## src/rtl/task_nibble_pkg.sv

```systemverilog
// ============================================================
// Package : task_nibble_pkg
// Shared widths, FSM states and shifter-select codes for task_nibble_tx.
// Revision: 1.0
// ============================================================
`default_nettype none
`timescale 1ns/1ps

package task_nibble_pkg;

  localparam int NIB_W = 4;
  localparam int CNT_W = 8;

  typedef enum logic {IDLE, SEND} tx_state_t;

  typedef enum logic [2:0] {
    SEL_KEEP,
    SEL_ADVANCE,
    SEL_LOAD_HOLD,
    SEL_LOAD_IN,
    SEL_CLEAR
  } shift_sel_t;

endpackage

`default_nettype wire

```

## src/rtl/task_nibble_tx.sv

```systemverilog
// ============================================================
// Module : task_nibble_tx
// Serializes words into 4-bit nibbles; a one-word hold register keeps
// back-to-back words gapless. Optional TASK_NIBBLE_PARITY_EN adds out_nib_par.
// Revision: 1.0
// ============================================================
`default_nettype none
`timescale 1ns/1ps

module task_nibble_tx
  import task_nibble_pkg::*;
#(
  parameter int NIBBLES   = 4,
  parameter int MSB_FIRST = 1
) (
  input  logic                     in_task_clk,
  input  logic                     in_task_rst,
  input  logic                     in_word_valid,
  input  logic [NIB_W*NIBBLES-1:0] in_word_data,
  output logic                     out_word_ready,
  output logic                     out_nib_valid,
  output logic [NIB_W-1:0]         out_nib_data,
  output logic                     out_nib_last,
  input  logic                     in_nib_ready,
  output logic                     out_busy,
  output logic [CNT_W-1:0]         out_word_count
`ifdef TASK_NIBBLE_PARITY_EN
  ,
  output logic                     out_nib_par
`endif
);

  localparam int                 c_word_w   = NIB_W * NIBBLES;
  localparam int                 c_idx_w    = $clog2(NIBBLES);
  localparam logic [c_idx_w-1:0] c_last_idx = c_idx_w'(NIBBLES - 1);

  tx_state_t             r_state, w_state_nxt;
  logic [c_word_w-1:0]   r_shift, w_shift_nxt;
  logic [c_word_w-1:0]   r_hold, w_hold_nxt;
  logic                  r_hold_valid, w_hold_valid_nxt;
  logic [c_idx_w-1:0]    r_index, w_index_nxt;
  logic [CNT_W-1:0]      r_count, w_count_nxt;
  shift_sel_t            w_sel;
  logic                  w_word_acc;
  logic                  w_nib_xfer;
  logic                  w_last_xfer;

  task automatic compute_next_shift(
    input  logic [c_word_w-1:0] cur_shift,
    input  logic [c_word_w-1:0] hold,
    input  logic [c_word_w-1:0] in_word,
    input  shift_sel_t          sel,
    output logic [c_word_w-1:0] next_shift
  );
    case (sel)
      SEL_KEEP:      next_shift = cur_shift;
      SEL_ADVANCE:   next_shift = (MSB_FIRST != 0) ? (cur_shift << NIB_W)
                                                   : (cur_shift >> NIB_W);
      SEL_LOAD_HOLD: next_shift = hold;
      SEL_LOAD_IN:   next_shift = in_word;
      default:       next_shift = '0;
    endcase
  endtask

  assign w_word_acc  = in_word_valid && !r_hold_valid;
  assign w_nib_xfer  = (r_state == SEND) && in_nib_ready;
  assign w_last_xfer = w_nib_xfer && (r_index == c_last_idx);

  always_comb begin
    w_state_nxt      = r_state;
    w_sel            = SEL_KEEP;
    w_hold_nxt       = r_hold;
    w_hold_valid_nxt = r_hold_valid;
    w_index_nxt      = r_index;
    w_count_nxt      = r_count;
    w_shift_nxt      = '0;
    case (r_state)
      IDLE: begin
        if (w_word_acc) begin
          w_sel       = SEL_LOAD_IN;
          w_index_nxt = '0;
          w_state_nxt = SEND;
        end
      end
      SEND: begin
        if (w_last_xfer) begin
          w_count_nxt = r_count + 8'd1;
          w_index_nxt = '0;
          // A pending hold word always wins; it was accepted earlier.
          if (r_hold_valid) begin
            w_sel            = SEL_LOAD_HOLD;
            w_hold_valid_nxt = 1'b0;
          end else if (w_word_acc) begin
            w_sel = SEL_LOAD_IN;
          end else begin
            w_sel       = SEL_CLEAR;
            w_state_nxt = IDLE;
          end
        end else begin
          if (w_nib_xfer) begin
            w_sel       = SEL_ADVANCE;
            w_index_nxt = r_index + c_idx_w'(1);
          end
          if (w_word_acc) begin
            w_hold_nxt       = in_word_data;
            w_hold_valid_nxt = 1'b1;
          end
        end
      end
      default: begin
        w_sel       = SEL_CLEAR;
        w_state_nxt = IDLE;
      end
    endcase
    compute_next_shift(r_shift, r_hold, in_word_data, w_sel, w_shift_nxt);
  end

  always_ff @(posedge in_task_clk or negedge in_task_rst) begin
    if (!in_task_rst) begin
      r_state      <= IDLE;
      r_shift      <= '0;
      r_hold       <= '0;
      r_hold_valid <= 1'b0;
      r_index      <= '0;
      r_count      <= '0;
    end else begin
      r_state      <= w_state_nxt;
      r_shift      <= w_shift_nxt;
      r_hold       <= w_hold_nxt;
      r_hold_valid <= w_hold_valid_nxt;
      r_index      <= w_index_nxt;
      r_count      <= w_count_nxt;
    end
  end

  generate
    if (MSB_FIRST != 0) begin : g_msb_first
      assign out_nib_data = r_shift[c_word_w-1 -: NIB_W];
    end else begin : g_lsb_first
      assign out_nib_data = r_shift[NIB_W-1:0];
    end
  endgenerate

  assign out_word_ready = !r_hold_valid;
  assign out_nib_valid  = (r_state == SEND);
  assign out_nib_last   = (r_state == SEND) && (r_index == c_last_idx);
  assign out_busy       = (r_state == SEND) || r_hold_valid;
  assign out_word_count = r_count;

`ifdef TASK_NIBBLE_PARITY_EN
  logic [NIB_W-1:0] w_nib_nxt;
  logic             r_nib_par;

  // Parity is taken from the nibble the shifter will present next cycle.
  assign w_nib_nxt = (MSB_FIRST != 0) ? w_shift_nxt[c_word_w-1 -: NIB_W]
                                      : w_shift_nxt[NIB_W-1:0];

  always_ff @(posedge in_task_clk or negedge in_task_rst) begin
    if (!in_task_rst) begin
      r_nib_par <= 1'b1;
    end else begin
      r_nib_par <= ~^w_nib_nxt;
    end
  end

  assign out_nib_par = r_nib_par;
`endif

endmodule

`default_nettype wire

```

## config.mk

```make
export PLATFORM = sky130hd
export DESIGN_NAME = task_nibble_tx
export DESIGN_NICKNAME = d
export VERILOG_FILES = /design/src/rtl/task_nibble_pkg.sv /design/src/rtl/task_nibble_tx.sv
export SDC_FILE = /design/constraint.sdc
export NUM_CORES = 1
export LEC_CHECK = 0
export BUFFER_PORTS_ARGS = -buffer_cell sky130_fd_sc_hd__buf_2
export CORE_MARGIN = 3
export CORE_UTILIZATION = 52
export DETAILED_ROUTE_END_ITERATION = 8
export GPL_ROUTABILITY_DRIVEN = 0
export PLACE_DENSITY = 0.75
export SETUP_SLACK_MARGIN = 0.3
export SLEW_MARGIN = 20
export SYNTH_ARGS = -nofsm -noshare
export SYNTH_HDL_FRONTEND = slang
export SYNTH_SLANG_ARGS = --single-unit
```

## constraint.sdc

```tcl
create_clock -name in_task_clk -period 3 [get_ports in_task_clk]
set_clock_uncertainty 0.15 [all_clocks]
set_input_delay 0.6 -clock in_task_clk [delete_from_list [all_inputs] [get_ports in_task_clk]]
set_output_delay 0.6 -clock in_task_clk [all_outputs]
set_load 0.005 [all_outputs]
```

==> metrics.cfg <==
[global_route]
grt_max_degree=45
track_usage_pct=19.1
grt_pass1_wl_um=6500
grt_pass1_vias=1376
antenna_found_initial=0
overflow=0

[routing]
wl_per_cell_um=16.5
m1WireLength_um=1790
drt_first_pass_iters=4
ant_nets=0
drc=0
drt_iter0_drc=130
vias=1459
route.met3.wl_um=276
wirelength_um=4090
avgViaCountPerCell=5.88
highest_layer=met4
wl_met2_um=1950

[layout]
antenna_cells=0
final_common_cell=dfrtp_1
layout.cells.most_common_list=dfrtp_1 (44), buf_2 (35), a221o_1 (16), nand3_1 (14)
drive_above_1_share_pct=27.5
fillCellCount=336
area_growth_pct=10.3
nets=222

[synth]
synth_compound_area_share_pct=12.9
yosys.area.top_type=dfrtp_1
ys_warn_count=0
synthAdderAreaFrac_pct=1.21
async_flop_share_pct=100
synth_xor_area_share_pct=2.97
ys_ff_latch=44
synthMuxAreaShare_pct=9.28
ys_top_cells_by_area=dfrtp_1 (53%), a221o_1 (7.8%), mux2_1 (5.5%), mux2_2 (3.8%), nand2b_1 (3.6%)
syn_area_um2=2060
synth_area_per_cell_um2=12.0
synth-edff-count=0
ys.flop_type=dfrtp_1
syn_inst=172
synth_top_family_by_area=simple AND/OR/NAND/NOR gates
synth.top_cell.area_share_pct=53.4
ys_seq_area_share_pct=53.4
synth_cell_type_count=33
syn-num-nets=194
synthSimpleGateAreaFrac_pct=14.8

[timing]
grt_setup_unrepaired=no
post-route-min-period_ns=2.22
finalMaxSlewViolations=0
worst_pin_slew_ns=0.961
slew_headroom_pct=35.9
min_period_over_period_pct=74.0
setup_viol=0
setup_tns_ns=0
max_clock_freq_mhz=450
finalHoldViolations=0

[placed_design]
dp_hpwl_um=2760
io_buffers=35

[floorplan]
core_um2=3740
initial_core_util_pct=55.1
ios=36
die_h_um=69.0
die_area_um2=4760
die_w_um=69.0
num_rows=22

[power_and_ir_drop]
power_mw=2.04
peakVddDrop_uv=488
p_comb_share_pct=32.1
power.leakage_nw=1.08
p_clk_share_pct=16.6
p_per_area_nw_per_um2=897
p_int_mw=1.35
switchingPower_mw=0.686
sequentialPowerShare_pct=51.3
swShare_pct=33.6

[worst_setup_path]
crit_type=reg -> out
crit_required_ns=2.25
rrSetupSlack_ns=0.83
reg2regPathDepth=3
cp.arrival_ns=1.47
r2r_end=r_shift[10]$_DFFE_PN0P_
cp-start-kind=register
end_kind=primary output
timing.rr.start=out_nib_valid$_DFF_PN0_
crit_fanout=29

[cts]
cts_sinks=44
tritoncts=done
numCtsBuffers=5
clkLatencyLatePin_ns=0.28
clk_pin_slew_ns=0.08
htree_num_levels=2
hold_buffers=0
post_cts_buffers=0
cts-root-buf=clkbuf_8
cts_buffer_depth=2
cts_resized=0

[hold_path]
hold_path.class=in -> async

[run]
maxCapViolations=0

[run_status]
status=finished clean

## synth_stat cells, types with 2 or more instances
cell type,count
mux2_2,7
dfrtp_1,44
mux2_1,10
nand3_1,14
nand2b_1,12
a221o_1,16
ha_1,2
nand2_1,7
buf_2,3
nor2_1,2
and3_1,4
clkbuf_1,3
buf_4,5
a21oi_1,12
xor2_1,5
buf_6,4
xnor2_1,2
and2_1,3
nor3_1,3
## metal layers
layer | GRT usage (%) | up-vias
met5 | 0 | -
met4 | 7.79 | 0
met3 | 5.02 | 6
met2 | 30.1 | 53
met1 | 24.8 | 726
li1 | - | 674
## logic make-up (layout without fill, tap and decap cells)
group	after synthesis	after routing
mux	17	17
buf+inv	16	44
compound gates	34	34
xor+xnor	7	7
simple gates	52	52
flops	44	44
fa+ha+maj	2	2
## worst max-delay path: stages (launching register included)
cell,delay [ns]
dfrtp_1,0.42
ha_1,0.23
buf_4,0.23
and2_1,0.19
buf_2,0.12
## state kept, by name, summed over array words and instances (netlist names)
name and flops:
r_hold 16, out_nib_valid 1, r_hold_valid 1, r_shift 16, out_word_count 8, r_index 2
## worst max-delay path by stage
stage	startpoint	endpoint
floorplan	r_index[0]$_DFFE_PN0P_	out_nib_last
global placement	in_nib_ready	r_shift[10]$_DFFE_PN0P_
detailed placement	in_nib_ready	r_shift[10]$_DFFE_PN0P_
CTS	r_index[0]$_DFFE_PN0P_	out_nib_last
global route	r_index[0]$_DFFE_PN0P_	out_nib_last
finish	r_index[0]$_DFFE_PN0P_	out_nib_last
## layout make-up
cell class | instances | area [um2] | area share (%)
sequential | 44 | 1100 | 48.4
inverter | 1 | 3.75 | 0.165
clock inverter | 1 | 5.00 | 0.220
tap | 48 | 60.1 | 2.64
timing repair buffer | 36 | 183 | 8.04
multi-input combinational | 112 | 848 | 37.3
clock buffer | 6 | 72.6 | 3.19
## per-stage QoR
stage / hold slack (ns) / std cells / worst slack, ns / cell area (um2) / util [%]
detailed placement: 0.310 / 241 / 0.694 / 2200 / 58.7
CTS: 0.325 / 248 / 0.773 / 2270 / 60.7
global placement: 0.303 / 241 / 0.735 / 2200 / 58.7
global route: 0.337 / 248 / 0.680 / 2270 / 60.7
finish: 0.307 / 248 / 0.780 / 2270 / 60.7
floorplan: 0.154 / 172 / 1.15 / 2060 / -
## power by group through the flow
stage / logic, mW / clock network, mW / registers [mW]
2_1_floorplan: 0.593 / 0 / 0.967
4_1_cts: 0.667 / 0.353 / 1.04
3_3_place_gp: 0.630 / 0 / 1.03
5_1_grt: 0.745 / 0.378 / 1.08
3_5_place_dp: 0.663 / 0 / 1.05
6_report: 0.655 / 0.339 / 1.05
No activity file was read; power rests on OpenSTA's default activity.
